[src/rtl/rapid_pkg.sv]
`default_nettype none
// ============================================================================
// rapid_pkg - shared RAPID pipeline types, funct3 constants and access checks
// Rev 1.0
// ============================================================================
package rapid_pkg;

    localparam int XLEN = 32;

    // funct3 encodings shared by execute and memory stages
    localparam logic [2:0] LB_or_SB = 3'b000;
    localparam logic [2:0] LH_or_SH = 3'b001;
    localparam logic [2:0] LW_or_SW = 3'b010;
    localparam logic [2:0] LBU      = 3'b100;
    localparam logic [2:0] LHU      = 3'b101;

    typedef enum logic [1:0] {
        MEM_IDLE   = 2'd0,
        MEM_ACCESS = 2'd1,
        MEM_DONE   = 2'd2
    } MEM_state_t;

    typedef struct packed {
        logic       reg_write;
        logic [4:0] rd;
        logic       mem;
        logic       iop;
        logic [3:0] fcs_opcode;
    } control_s;

    function automatic control_s control_s_default();
        return '0;
    endfunction

    function automatic logic fcs_illegal(input logic iop, input logic [2:0] f3);
        logic bad;
        if (iop) begin
            bad = (f3 > LW_or_SW);
        end else begin
            bad = (f3 == 3'b011) || (f3 == 3'b110) || (f3 == 3'b111);
        end
        return bad;
    endfunction

    // Halfword needs an even address, word needs a 4-byte aligned address
    function automatic logic access_misaligned(input logic [2:0] f3, input logic [1:0] a);
        logic bad;
        case (f3[1:0])
            2'b01:   bad = a[0];
            2'b10:   bad = (a != 2'b00);
            default: bad = 1'b0;
        endcase
        return bad;
    endfunction

endpackage
`default_nettype wire

[src/rtl/mem_access_stage_align.sv]
`default_nettype none
// ============================================================================
// mem_lane_align - store byte-enable/data encoding and load lane extraction
// Rev 1.0
// ============================================================================
module mem_lane_align
    import rapid_pkg::*;
(
    input  logic            i_is_store,
    input  logic [2:0]      i_funct3,
    input  logic [1:0]      i_addr_lo,
    input  logic [XLEN-1:0] i_store_data,
    input  logic [XLEN-1:0] i_rdata,
    output logic [3:0]      o_be,
    output logic [XLEN-1:0] o_wdata,
    output logic [XLEN-1:0] o_load_data
);

    logic [7:0]  w_byte;
    logic [15:0] w_half;

    always_comb begin
        o_be    = 4'b0000;
        o_wdata = '0;
        if (i_is_store) begin
            case (i_funct3)
                LB_or_SB: begin
                    o_be    = 4'b0001 << i_addr_lo;
                    o_wdata = {4{i_store_data[7:0]}};
                end
                LH_or_SH: begin
                    o_be    = i_addr_lo[1] ? 4'b1100 : 4'b0011;
                    o_wdata = {2{i_store_data[15:0]}};
                end
                LW_or_SW: begin
                    o_be    = 4'b1111;
                    o_wdata = i_store_data;
                end
                default: begin
                    o_be    = 4'b0000;
                    o_wdata = '0;
                end
            endcase
        end
    end

    always_comb begin
        case (i_addr_lo)
            2'd0:    w_byte = i_rdata[7:0];
            2'd1:    w_byte = i_rdata[15:8];
            2'd2:    w_byte = i_rdata[23:16];
            default: w_byte = i_rdata[31:24];
        endcase
        w_half = i_addr_lo[1] ? i_rdata[31:16] : i_rdata[15:0];
        case (i_funct3)
            LB_or_SB: o_load_data = {{24{w_byte[7]}}, w_byte};
            LH_or_SH: o_load_data = {{16{w_half[15]}}, w_half};
            LW_or_SW: o_load_data = i_rdata;
            LBU:      o_load_data = {24'h0, w_byte};
            LHU:      o_load_data = {16'h0, w_half};
            default:  o_load_data = '0;
        endcase
    end

endmodule
`default_nettype wire

[src/rtl/mem_access_stage.sv]
`default_nettype none
// ============================================================================
// mem_access_stage - RAPID memory stage: data-memory load/store over req/ack
// Rev 1.0
// ============================================================================
module mem_access_stage
    import rapid_pkg::*;
#(
    parameter int TIMEOUT_CYCLES = 16
) (
    input  logic            i_clk,
    input  logic            i_reset,
    input  logic            i_valid,
    input  control_s        i_control_signal,
    input  logic [XLEN-1:0] i_rd_output,
    input  logic [XLEN-1:0] i_store_data,
    output logic            o_ready,
    output logic            o_dmem_req,
    output logic            o_dmem_we,
    output logic [XLEN-1:0] o_dmem_addr,
    output logic [3:0]      o_dmem_be,
    output logic [XLEN-1:0] o_dmem_wdata,
    input  logic            i_dmem_ack,
    input  logic [XLEN-1:0] i_dmem_rdata,
    input  logic            i_wb_ready,
    output logic            o_done,
    output control_s        o_control_signal,
    output logic [XLEN-1:0] o_wb_data,
    output logic            o_misaligned,
    output logic            o_fault,
    output MEM_state_t      o_current_state
);

    localparam int c_CNT_W = (TIMEOUT_CYCLES > 1) ? $clog2(TIMEOUT_CYCLES) : 1;
    localparam logic [c_CNT_W-1:0] c_CNT_LAST = c_CNT_W'(TIMEOUT_CYCLES - 1);

    MEM_state_t         r_state;
    MEM_state_t         w_next_state;
    control_s           r_ctrl;
    logic [XLEN-1:0]    r_addr;
    logic [XLEN-1:0]    r_store_data;
    logic [XLEN-1:0]    r_wb_data;
    logic               r_misaligned;
    logic               r_fault;
    logic [c_CNT_W-1:0] r_count;

    logic               w_accept;
    logic               w_in_illegal;
    logic               w_in_misaligned;
    logic               w_access;
    logic               w_timeout;
    logic [3:0]         w_be;
    logic [XLEN-1:0]    w_wdata;
    logic [XLEN-1:0]    w_load_data;

    assign w_accept        = (r_state == MEM_IDLE) && i_valid;
    assign w_in_illegal    = i_control_signal.mem
                           && fcs_illegal(i_control_signal.iop, i_control_signal.fcs_opcode[2:0]);
    assign w_in_misaligned = i_control_signal.mem && !w_in_illegal
                           && access_misaligned(i_control_signal.fcs_opcode[2:0], i_rd_output[1:0]);
    assign w_access        = (r_state == MEM_ACCESS);
    assign w_timeout       = w_access && !i_dmem_ack && (r_count == c_CNT_LAST);

    mem_lane_align u_align (
        .i_is_store   (r_ctrl.iop),
        .i_funct3     (r_ctrl.fcs_opcode[2:0]),
        .i_addr_lo    (r_addr[1:0]),
        .i_store_data (r_store_data),
        .i_rdata      (i_dmem_rdata),
        .o_be         (w_be),
        .o_wdata      (w_wdata),
        .o_load_data  (w_load_data)
    );

    always_ff @(posedge i_clk or posedge i_reset) begin
        if (i_reset) begin
            r_state <= MEM_IDLE;
        end else begin
            r_state <= w_next_state;
        end
    end

    always_comb begin
        w_next_state = r_state;
        case (r_state)
            MEM_IDLE: begin
                if (i_valid) begin
                    w_next_state = (i_control_signal.mem && !w_in_illegal && !w_in_misaligned)
                                 ? MEM_ACCESS : MEM_DONE;
                end
            end
            MEM_ACCESS: begin
                if (i_dmem_ack || w_timeout) begin
                    w_next_state = MEM_DONE;
                end
            end
            MEM_DONE: begin
                if (i_wb_ready) begin
                    w_next_state = MEM_IDLE;
                end
            end
            default: w_next_state = MEM_IDLE;
        endcase
    end

    always_ff @(posedge i_clk or posedge i_reset) begin
        if (i_reset) begin
            r_ctrl       <= control_s_default();
            r_addr       <= '0;
            r_store_data <= '0;
            r_wb_data    <= '0;
            r_misaligned <= 1'b0;
            r_fault      <= 1'b0;
            r_count      <= '0;
        end else if (w_accept) begin
            r_ctrl       <= i_control_signal;
            r_addr       <= i_rd_output;
            r_store_data <= i_store_data;
            r_wb_data    <= i_control_signal.mem ? '0 : i_rd_output;
            r_misaligned <= w_in_misaligned;
            r_fault      <= w_in_illegal;
            r_count      <= '0;
        end else if (w_access) begin
            if (i_dmem_ack) begin
                r_wb_data <= r_ctrl.iop ? '0 : w_load_data;
            end else if (w_timeout) begin
                r_fault <= 1'b1;
            end else begin
                r_count <= r_count + c_CNT_W'(1);
            end
        end
    end

    // Bus signals are driven from latched state only while the request is up
    assign o_dmem_req       = w_access;
    assign o_dmem_we        = w_access && r_ctrl.iop;
    assign o_dmem_addr      = w_access ? {r_addr[XLEN-1:2], 2'b00} : '0;
    assign o_dmem_be        = w_access ? w_be : 4'b0000;
    assign o_dmem_wdata     = w_access ? w_wdata : '0;

    assign o_ready          = (r_state == MEM_IDLE);
    assign o_done           = (r_state == MEM_DONE);
    assign o_control_signal = r_ctrl;
    assign o_wb_data        = r_wb_data;
    assign o_misaligned     = r_misaligned;
    assign o_fault          = r_fault;
    assign o_current_state  = r_state;

endmodule
`default_nettype wire

[config.mk]
export PLATFORM = sky130hd
export DESIGN_NAME = mem_access_stage
export DESIGN_NICKNAME = d
export VERILOG_FILES = /design/src/rtl/rapid_pkg.sv /design/src/rtl/mem_access_stage_align.sv /design/src/rtl/mem_access_stage.sv
export SDC_FILE = /design/constraint.sdc
export NUM_CORES = 1
export LEC_CHECK = 0
export CAP_MARGIN = 25
export CORE_ASPECT_RATIO = 1.25
export CORE_MARGIN = 5
export CORE_UTILIZATION = 48
export DETAILED_ROUTE_END_ITERATION = 7
export GPL_ROUTABILITY_DRIVEN = 0
export PLACE_DENSITY = 0.95
export REMOVE_ABC_BUFFERS = 1
export SETUP_SLACK_MARGIN = 0.2
export SYNTH_ARGS = -nofsm -noshare
export SYNTH_HDL_FRONTEND = slang
export SYNTH_SLANG_ARGS = --single-unit
[constraint.sdc]
create_clock -name i_clk -period 8.6 [get_ports i_clk]
set_input_delay 2.58 -clock i_clk [delete_from_list [all_inputs] [get_ports i_clk]]
set_output_delay 2.58 -clock i_clk [all_outputs]
set_load 0.05 [all_outputs]
==> results.yml <==
drt:
  num_vias: 6143
  detail-route-antenna-nets: 0
  drc: 0
  via_per_inst: 5.539
  wl_per_cell_um: 18.45
  drt-pass1-iter-count: 7
  drt-total-wl_um: 20460
  first_iter_violations: 360
die:
  io_pins: 233
  start_util_pct: 48.38
  fp.dieH_um: 136.0
  dieArea_sq_um: 15070
  std_cell_rows: 46
  core_area_sq_um: 12600
  die_w_um: 110.8
synth:
  synth_warnings: 0
  syn_inst: 722
  yosysUniqueCellTypes: 52
  async_flop_share_pct: 100.0
  ys_seq_area_share_pct: 47.60
  synth_top_cell_area_share_pct: 47.60
  ys_seq_elements: 116
  ys_dominant_reg_cell: "dfrtp_1"
  avgSynthCellArea_sq_um: 8.446
  yosysTopAreaCell: "dfrtp_1"
  netlist_area_sq_um: 6098
  synth_edf_count: 0
  synthTopCellsByArea: "dfrtp_1 48%, nand2_1 16%, and2_1 4.1%, a221o_1 3.6%, a21oi_1 3.0%"
timing:
  clock_skew_ps: 10.01
  hold-worst-slack_ps: 464.5
  maxSlewViolCount: 0
  slew_headroom_pct: 44.22
  fmax_mhz: 168.7
  fin_crit_sh_pct: 68.94
  fin_tns_setup_ps: 0
  worst-slew-pin-transition_ps: 836.7
  timing.final.crit_period_ps: 5929
  fin_ws_ps: 2671
  rsz0062_at_grt: "no"
  final-setup-viol-count: 0
  hold_viol_final: 0
critical_path:
  required_ps: 6020
  crit_path_end_kind: "output port"
  crit_fanout: 25
  reg2reg_from: "r_addr[1]$_DFFE_PP0P_"
  worstPathArrival_ps: 3350
  reg2reg_setup_slack_ps: 6210
  rr_endpoint: "o_wb_data[9]$_DFFE_PP0P_"
  reg2reg_depth: 4
  worstSetupStartpointType: "register"
  crit_start: "o_current_state[0]$_DFFE_PP0P_"
  crit_type: "reg2out"
clocking:
  cts_num_sinks: 116
  path_clk_slew_ps: 50
  cts_resized: 0
  cts_max_path_buffers: 2
  clockRootBuffer: "clkbuf_16"
  cts.hold.buffers_added: 0
  cts_htree_levels: 4
  clock_latency_ps: 410
  post_cts_buffers: 0
  cts-buffers-inserted: 17
  cts_tree: "done"
pwr:
  ir_drop_mv: 0.1908
  p_int_w: 0.001841
  clkPwrFrac_pct: 24.9
  switching_share_pct: 41.60
  combPwrFrac_pct: 45.0
  power.share.sequential_pct: 30.1
  power.density_nw_per_um2: 343.5
  leakage_nw: 4.151
  switchingPower_w: 0.001311
  power.total_w: 0.003152
global_routing:
  antenna_found_initial: 0
  grt_max_degree: 82
  grt_use_total_pct: 26.51
  grt_pass1_wl_um: 31770
  first_global_vias: 6004
  grt_overflow: 0
placement:
  pre_cts_ws_ps: 2382
  numPortBuffers: 230
  hpwl_um: 14090
  dpl-instance-area_sq_um: 8459
finish:
  design_area_sq_um: 9178
  syn_to_final_growth_pct: 50.49
  nFillCells: 905
  drive_above_1_share_pct: 5.739
  final_net_count: 1046
  antenna_cells: 0
  layout_common_cells: "254 x nand2_1, 230 x clkdlybuf4s50_1, 116 x dfrtp_1"
  final_common_cell: "nand2_1"
hold_path:
  min_path_type: "reg2reg"
  min_from: "r_addr[20]$_DFFE_PP0P_"
  whs_endpoint: "r_addr[20]$_DFFE_PP0P_"
  min_delay_path_depth: 2
outcome:
  status: "completed"
run:
  cap_violations: 0
==> Yosys cell counts (2+ instances only) <==
master and number:
o21ai_0 16, nand3_1 7, a22o_1 13, ha_1 4, inv_1 7, nand2_1 254, nor2b_1 15, nor3b_1 2
or3_1 7, buf_1 6, buf_4 3, clkbuf_1 34, a21oi_1 37, a221o_1 22, and2_1 40, o21a_1 3
a31oi_1 19, mux2i_1 13, nor2_1 38, mux2_2 2, nand2b_1 2, a2bb2oi_1 17, buf_2 12, xor2_1 3
buf_6 2, a22oi_1 3, dfrtp_1 116
==> cell type report <==
| type | instances | area [sq um] | share of cell area (%) |
|---|---|---|---|
| clock inverters | 10 | 177.7 | 1.936 |
| multi-input cells | 543 | 2933 | 31.96 |
| inverters | 7 | 28.78 | 0.3136 |
| clock buffers | 21 | 470.5 | 5.126 |
| well taps | 168 | 210.2 | 2.290 |
| repair buffers | 244 | 2455 | 26.75 |
| flip-flops and latches | 116 | 2903 | 31.63 |
==> through the flow <==
| stage | cells | utilization (%) |
|---|---|---|
| after floorplan | 666 | - |
| after global placement | 1073 | 66.99 |
| after detailed placement | 1075 | 67.11 |
| after CTS | 1106 | 72.26 |
| after global routing | 1109 | 72.81 |
| final | 1109 | 72.81 |
==> worst max-delay path, cell delays in order (launching register included) <==
cell and delay (ps):
dfrtp_1 510, nor2b_2 240, nand3b_1 130, buf_8 190, a21oi_1 510, buf_4 270, nor2b_1 250, clkdlybuf4s50_1 850
==> power by group through the flow <==
stage	Combinational, W	Clock, W	Sequential [W]
final	0.00142	0.000785	0.000950
after global routing	0.00151	0.000815	0.000980
after CTS	0.00138	0.000792	0.000963
after detailed placement	0.00137	0	0.000966
after global placement	0.00134	0	0.000956
after floorplan	0.000610	0	0.00123
==> logic make-up after synthesis <==
| kind of cell | Yosys count | share of synthesized area [%] |
|---|---|---|
| other cells | 1 | 0.06149 |
| buf+inv | 64 | 4.616 |
| fa+ha+maj | 4 | 0.8207 |
| mux | 16 | 2.872 |
| compound gates | 142 | 16.62 |
| flops | 116 | 47.60 |
| xor+xnor | 3 | 0.4309 |
| simple gates | 376 | 26.98 |
==> layer usage <==
| layer | share of wire [%] | global-route usage [%] | vias to the layer above |
|---|---|---|---|
| met1 | 38 | 30.75 | 2937 |
| met3 | 7.1 | 7.614 | 53 |
| met5 | 0 | 0 | - |
| met2 | 51 | 46.39 | 296 |
| li1 | - | - | 2857 |
| met4 | 3.5 | 10.54 | 0 |
==> registers in the layout, summed over array words and instances, names as in the netlist <==
| register | cells |
|---|---|
| o_wb_data | 32 |
| r_addr | 32 |
| r_store_data | 32 |
| o_control_signal | 12 |
| r_count | 4 |
| o_current_state | 2 |
| o_fault | 1 |
| o_misaligned | 1 |
==> how the worst max path moves through the flow <==
stage,cells after the start,to
6_report,7,o_dmem_be[2]
5_1_grt,7,o_dmem_be[2]
4_1_cts,6,o_dmem_be[2]
3_5_place_dp,6,o_dmem_be[2]
3_3_place_gp,5,o_dmem_be[2]
2_1_floorplan,4,o_dmem_be[2]
No activity file was read; power rests on OpenSTA's default activity.
